**src/rtl/ads7816_responder.sv**
```systemverilog
// ads7816_responder: ADS7816 device-side serial responder driven by cs/dclock from an initiator
module ads7816_responder #(
  parameter int WIDTH = 12
) (
  input  logic             clk,
  input  logic             rst,
  input  logic             cs,
  input  logic             dclock,
  input  logic [WIDTH-1:0] sample,
  output logic             data,
  output logic             data_oe,
  output logic             busy,
  output logic             done,
  output logic [7:0]       frames
);
  localparam int NW = $clog2(2*WIDTH+3);
  localparam logic [NW-1:0] N_NULL    = NW'(2);
  localparam logic [NW-1:0] N_B0      = NW'(WIDTH+2);
  localparam logic [NW-1:0] N_LSB_END = NW'(2*WIDTH+1);
  localparam logic [NW-1:0] N_END     = NW'(2*WIDTH+2);

  typedef enum logic [2:0] {S_IDLE, S_SAMPLE, S_NULL, S_MSB, S_LSB, S_ZERO} state_t;

  state_t           state, state_nxt;
  logic [2:0]       cs_sy, dck_sy;
  logic             cs_fall, cs_rise, dck_fall;
  logic [NW-1:0]    n, n_nxt, n_inc, idx;
  logic [WIDTH-1:0] hold, hold_nxt, shifted;
  logic             data_nxt, oe_nxt, busy_nxt, done_nxt;
  logic [7:0]       frames_nxt;

  assign cs_fall  = cs_sy[2] & ~cs_sy[1];
  assign cs_rise  = ~cs_sy[2] & cs_sy[1];
  assign dck_fall = dck_sy[2] & ~dck_sy[1];

  // Next-state logic: abort beats frame start beats dclock fall; output for the new edge count is precomputed
  always_comb begin
    n_inc      = (n == N_END) ? n : n + 1'b1;
    idx        = (n_inc <= N_B0) ? N_B0 - n_inc : n_inc - N_B0;
    shifted    = hold >> idx;
    state_nxt  = state;
    n_nxt      = n;
    hold_nxt   = hold;
    data_nxt   = data;
    oe_nxt     = data_oe;
    busy_nxt   = busy;
    done_nxt   = 1'b0;
    frames_nxt = frames;
    if (cs_rise) begin
      state_nxt = S_IDLE;
      n_nxt     = '0;
      data_nxt  = 1'b0;
      oe_nxt    = 1'b0;
      busy_nxt  = 1'b0;
    end else if (cs_fall) begin
      state_nxt = S_SAMPLE;
      n_nxt     = '0;
      hold_nxt  = sample;
      data_nxt  = 1'b0;
      oe_nxt    = 1'b0;
      busy_nxt  = 1'b1;
    end else if (busy && dck_fall) begin
      n_nxt     = n_inc;
      state_nxt = n_inc < N_NULL    ? S_SAMPLE :
                  n_inc == N_NULL   ? S_NULL   :
                  n_inc <= N_B0     ? S_MSB    :
                  n_inc <= N_LSB_END ? S_LSB   : S_ZERO;
      oe_nxt    = n_inc >= N_NULL;
      data_nxt  = (state_nxt == S_MSB || state_nxt == S_LSB) & shifted[0];
      done_nxt  = n_inc == N_B0;
      frames_nxt = (n_inc == N_B0) ? frames + 8'd1 : frames;
    end
  end

  // Synchronizers, frame state and registered outputs
  always_ff @(posedge clk) begin
    if (rst) begin
      cs_sy   <= 3'b111;
      dck_sy  <= 3'b000;
      state   <= S_IDLE;
      n       <= '0;
      hold    <= '0;
      data    <= 1'b0;
      data_oe <= 1'b0;
      busy    <= 1'b0;
      done    <= 1'b0;
      frames  <= 8'd0;
    end else begin
      cs_sy   <= {cs_sy[1:0], cs};
      dck_sy  <= {dck_sy[1:0], dclock};
      state   <= state_nxt;
      n       <= n_nxt;
      hold    <= hold_nxt;
      data    <= data_nxt;
      data_oe <= oe_nxt;
      busy    <= busy_nxt;
      done    <= done_nxt;
      frames  <= frames_nxt;
    end
  end
endmodule

```
**config.mk**
```make
export PLATFORM = sky130hd
export DESIGN_NAME = ads7816_responder
export DESIGN_NICKNAME = d
export VERILOG_FILES = /design/src/rtl/ads7816_responder.sv
export SDC_FILE = /design/constraint.sdc
export NUM_CORES = 1
export LEC_CHECK = 0
export CORE_UTILIZATION = 45
export DETAILED_ROUTE_END_ITERATION = 12
export GPL_ROUTABILITY_DRIVEN = 0
export GPL_TIMING_DRIVEN = 0
export HOLD_SLACK_MARGIN = 0.08
export PLACE_DENSITY = 0.73
export SETUP_SLACK_MARGIN = 0.2
export SLEW_MARGIN = 20
export SYNTH_ARGS = -nofsm -noshare
export SYNTH_HDL_FRONTEND = slang
export SYNTH_SLANG_ARGS = --single-unit
```
**constraint.sdc**
```tcl
create_clock -name clk -period 6.77 [get_ports clk]
set_input_delay 1.354 -clock clk [delete_from_list [all_inputs] [get_ports clk]]
set_output_delay 1.354 -clock clk [all_outputs]
set_load 0.02 [all_outputs]
```
==> impl_summary.txt <==
----------------------------------------------------
[Synthesis]
  Synth async-reset ratio ... 0
  Count of mapped cells out of synthesis ... 209
  Synth top cells by count ... 35 x sky130_fd_sc_hd__dfxtp_1, 27 x sky130_fd_sc_hd__nor2_1, 21 x sky130_fd_sc_hd__mux2i_1
  Total nets after synthesis ... 235
  Largest cells by area after synthesis ... sky130_fd_sc_hd__dfxtp_1 36%, sky130_fd_sc_hd__mux2i_1 11%, sky130_fd_sc_hd__ha_1 6.4%, sky130_fd_sc_hd__nor2_1 5.2%, sky130_fd_sc_hd__xnor2_4 2.8%
  Synth area leader ... sky130_fd_sc_hd__dfxtp_1
  Post-synth EDFFs ... 0
  Sequential element share of the synthesized area ... 0.357
  Yosys reg bits ... 35
  Post-Syn Area per Cell ... 9.39 um^2
  Total standard cell area after synthesis ... 1960 um^2
  Number of different library cells in the post-synthesis netlist ... 49
  Cell with the most instances after synthesis ... sky130_fd_sc_hd__dfxtp_1
  Post-synth top area share ... 0.357
  Most used flip-flop cell after synthesis ... sky130_fd_sc_hd__dfxtp_1
  Number of warning messages in the yosys log ... 0

[Finish]
  Antenna cells ... 0
  Area grow syn2layout ... 21.5%
  Util after Layout ... 0.583
  Post-layout nets ... 269
  Share of final-layout standard cells stronger than drive strength 1 ... 0.107
  Filler Cell Count ... 370

[Drt]
  Remaining design rule violation count ... 0
  Post-detailed-routing wire length ... 3710 um
  Average via count per standard cell ... 5.16
  Sum of met3 wire segment lengths after detailed routing ... 97 um
  Met1 layer wirelength in the final routing ... 1750 um
  DRC violation total after the first TritonRoute iteration ... 59
  Mean routed wirelength per cell ... 12.6 um
  Top layer in use ... met4
  Number of antenna-violating nets in the routed design ... 0
  Initial DRT Pass Iterations ... 4
  Total vias in the final route ... 1,518
  Total length of routed met2 wires ... between 1500 and 2000 um

[Power and ir drop]
  Leakage component of the power ... 0.983 nW
  Power share of the clock group ... 0.385
  Sw Pwr ... between 90 and 100 uW
  Power per cell area ... 162 nW/um^2
  Logic pwr share ... 0.067
  Internal power of the cells ... between 200 and 300 uW
  Peak supply drop ... between 0.00015 and 0.0002 V
  Register share of total power ... 0.548
  Switching share of power ... 0.234

[STA]
  Setup repair after global routing missed its margin ... false
  Shortest clock period the worst path allows after layout ... between 3 and 4 ns
  Share of the clock period used by the worst path ... 0.482
  Highest clock frequency the design can meet ... 0.307 GHz
  Final setup violation count ... 0
  Final count of pins violating max slew ... 0
  Final hold violation count ... 0
  Max_slew headroom ... 0.553
  Worst Clk Skew ... 0.00525 ns
  Transition time at the pin with the least slew margin ... around 0.67 ns
  Fin worst setup slack ... 3.51 ns
  Setup TNS after final layout ... 0 ns

[Clock network]
  Clock latency reported for the late side of the worst-skew pair ... between 0.2 and 0.3 ns
  Clock tree from TritonCTS ... built
  Maximum root-to-sink buffer count ... 2
  Number of setup buffers added after CTS ... 0
  Number of sinks driven by the clock tree ... 35
  Count of cells resized by post-cts repair ... 0
  CTS Hold Bufs ... 0
  CTS HTree Levels ... 2
  Clock tree root buffer cell ... sky130_fd_sc_hd__clkbuf_8
  Worst-path clk slew ... 0.08 ns
  Total CTS buffers ... 5

[Global route]
  Total global-route track usage ... 0.181
  Vias in the first global route ... 1,355
  Largest net degree at the start of global routing ... 13
  Wire length of the first global-routing pass ... 6270 um
  Antenna violations before repair ... 0
  GRT Residual Overflow ... 0

[Die]
  Area of the die ... 4630 um^2
  Top-level I/O count ... 28
  Die Y ... 68.0 um
  # rows ... 23
  Starting utilization of the core area ... 0.480
  Placeable Area ... 4090 um^2
  Die boundary width ... 68.0 um

[Worst setup path]
  Type of the setup path with the least slack ... reg -> reg
  Largest driver fanout on the critical path ... 10
  Worst path arrival time ... 3.41 ns
  Required arrival time at the worst endpoint ... 6.92 ns
  Critical path startpoint ... n[0]
  Type of element capturing the critical path ... flop
  Start of the worst register-to-register path ... n[0]
  Startpoint type of the worst setup path ... flop
  CP cell instances ... ha_1, clkbuf_1, nor2b_1, a21oi_4, inv_2, ha_1, a31oi_4, mux2i_1, mux4_1, a22oi_1, a221oi_2
  Worst stage delay on the critical path ... 0.55 ns
  Most common cell on crit path ... sky130_fd_sc_hd__ha_1
  Critical Path Slowest Stage Cell ... sky130_fd_sc_hd__dfxtp_1

[Placement]
  Post-placement worst setup slack ... 3.51 ns
  Number of buffer cells added on primary ports ... 27
  Half-perimeter wire length after detailed placement ... ~2800 um

[Hold path]
  Hold path startpoint ... cs_sy[0]
  Hold WC Path Type ... reg -> reg

[Run]
  Max-cap violations ... 0

[Run status]
  Outcome ... complete, no violations

----------------------------------------------------
stage by stage:
step                      std cells  cell area, um^2  power (mW)  hold WS, ns
after floorplan                 209             1960       0.230        0.389
final                           294             2380       0.387        0.416
after global routing            294             2380       0.404        0.440
after detailed placement        286             2290       0.243        0.403
after CTS                       294             2380       0.391        0.421
after global placement          286             2290       0.243        0.392
cell families (layout without fill, tap and decap cells):
family                     after synthesis  in the layout  share of synthesized area
adders and majority gates               10             10                     0.0638
buffers and inverters                   22             57                     0.0504
muxes                                   23             23                      0.126
xor gates and xnor gates                13             13                     0.0772
DFF                                     35             35                      0.357
AOI/OAI and AO/OA                       30             30                      0.116
and+or+nand+nor                         76             76                      0.209
final timing paths:
kind / to / slack [ns] / depth (start not counted)
worst max-delay path: data / 3.51 / 11
worst min-delay path: cs_sy[1] / 0.42 / 1
worst max register to register: data / 3.51 / 11
worst min register to register: cs_sy[1] / 0.42 / 1
worst max-delay path, delay by kind of cell, from the launching register on:
family | cells | cell delay [ns]
muxes | 2 | 0.76
adders and majority gates | 2 | 0.57
DFF | 1 | 0.55
and+or+nand+nor | 1 | 0.28
AOI/OAI and AO/OA | 4 | 0.55
buffers and inverters | 2 | 0.41
final cells by class:
cell class                 instances  area [um^2]  share of cell area
inverter                          10         41.3              0.0173
clock inverter                     3         20.0             0.00840
buffer                            12         57.6              0.0241
clock buffer                       5         68.8              0.0289
timing repair buffer              27          270               0.113
tap                               50         62.6              0.0262
multi-input combinational        152         1160               0.488
sequential                        35          701               0.294
registers in the layout, summed over array words and instances, names as in the netlist:
| name | cells |
|---|---|
| n | 5 |
| cs_sy | 3 |
| data | 1 |
| busy | 1 |
| dck_sy | 3 |
| frames | 8 |
| hold | 12 |
| done | 1 |
| data_oe | 1 |
layer usage:
metal  vias to the layer above  global-route usage
li1                        800                   -
met4                         0              0.0677
met1                       686               0.243
met5                         -                   0
met3                         6              0.0383
met2                        26               0.281
power groups by stage:
| stage | logic, mW | clock network, mW | registers (mW) |
|---|---|---|---|
| after floorplan | 0.0135 | 0 | 0.217 |
| after global placement | 0.0259 | 0 | 0.217 |
| after detailed placement | 0.0261 | 0 | 0.217 |
| after CTS | 0.0263 | 0.152 | 0.212 |
| after global routing | 0.0289 | 0.162 | 0.213 |
| final | 0.0259 | 0.149 | 0.212 |
placed cells by master, fill, tap and decap left out, drive strengths merged, types with 2 or more instances in the layout:
cell type      count
nor2b              5
a21oi              9
nand3              8
clkinv             2
nor2              27
or2                3
or3                2
nand2             12
o31ai              2
buf                3
inv                9
nor3b              2
mux2i             21
nor3               2
dfxtp             35
clkdlybuf4s50     27
ha                10
clkbuf            14
xor2               6
o21ai              4
nand4              5
and3               4
xnor2              7
a211oi             2
clkinvlp           2
a31oi              3
No activity file was read; power rests on OpenSTA's default activity.
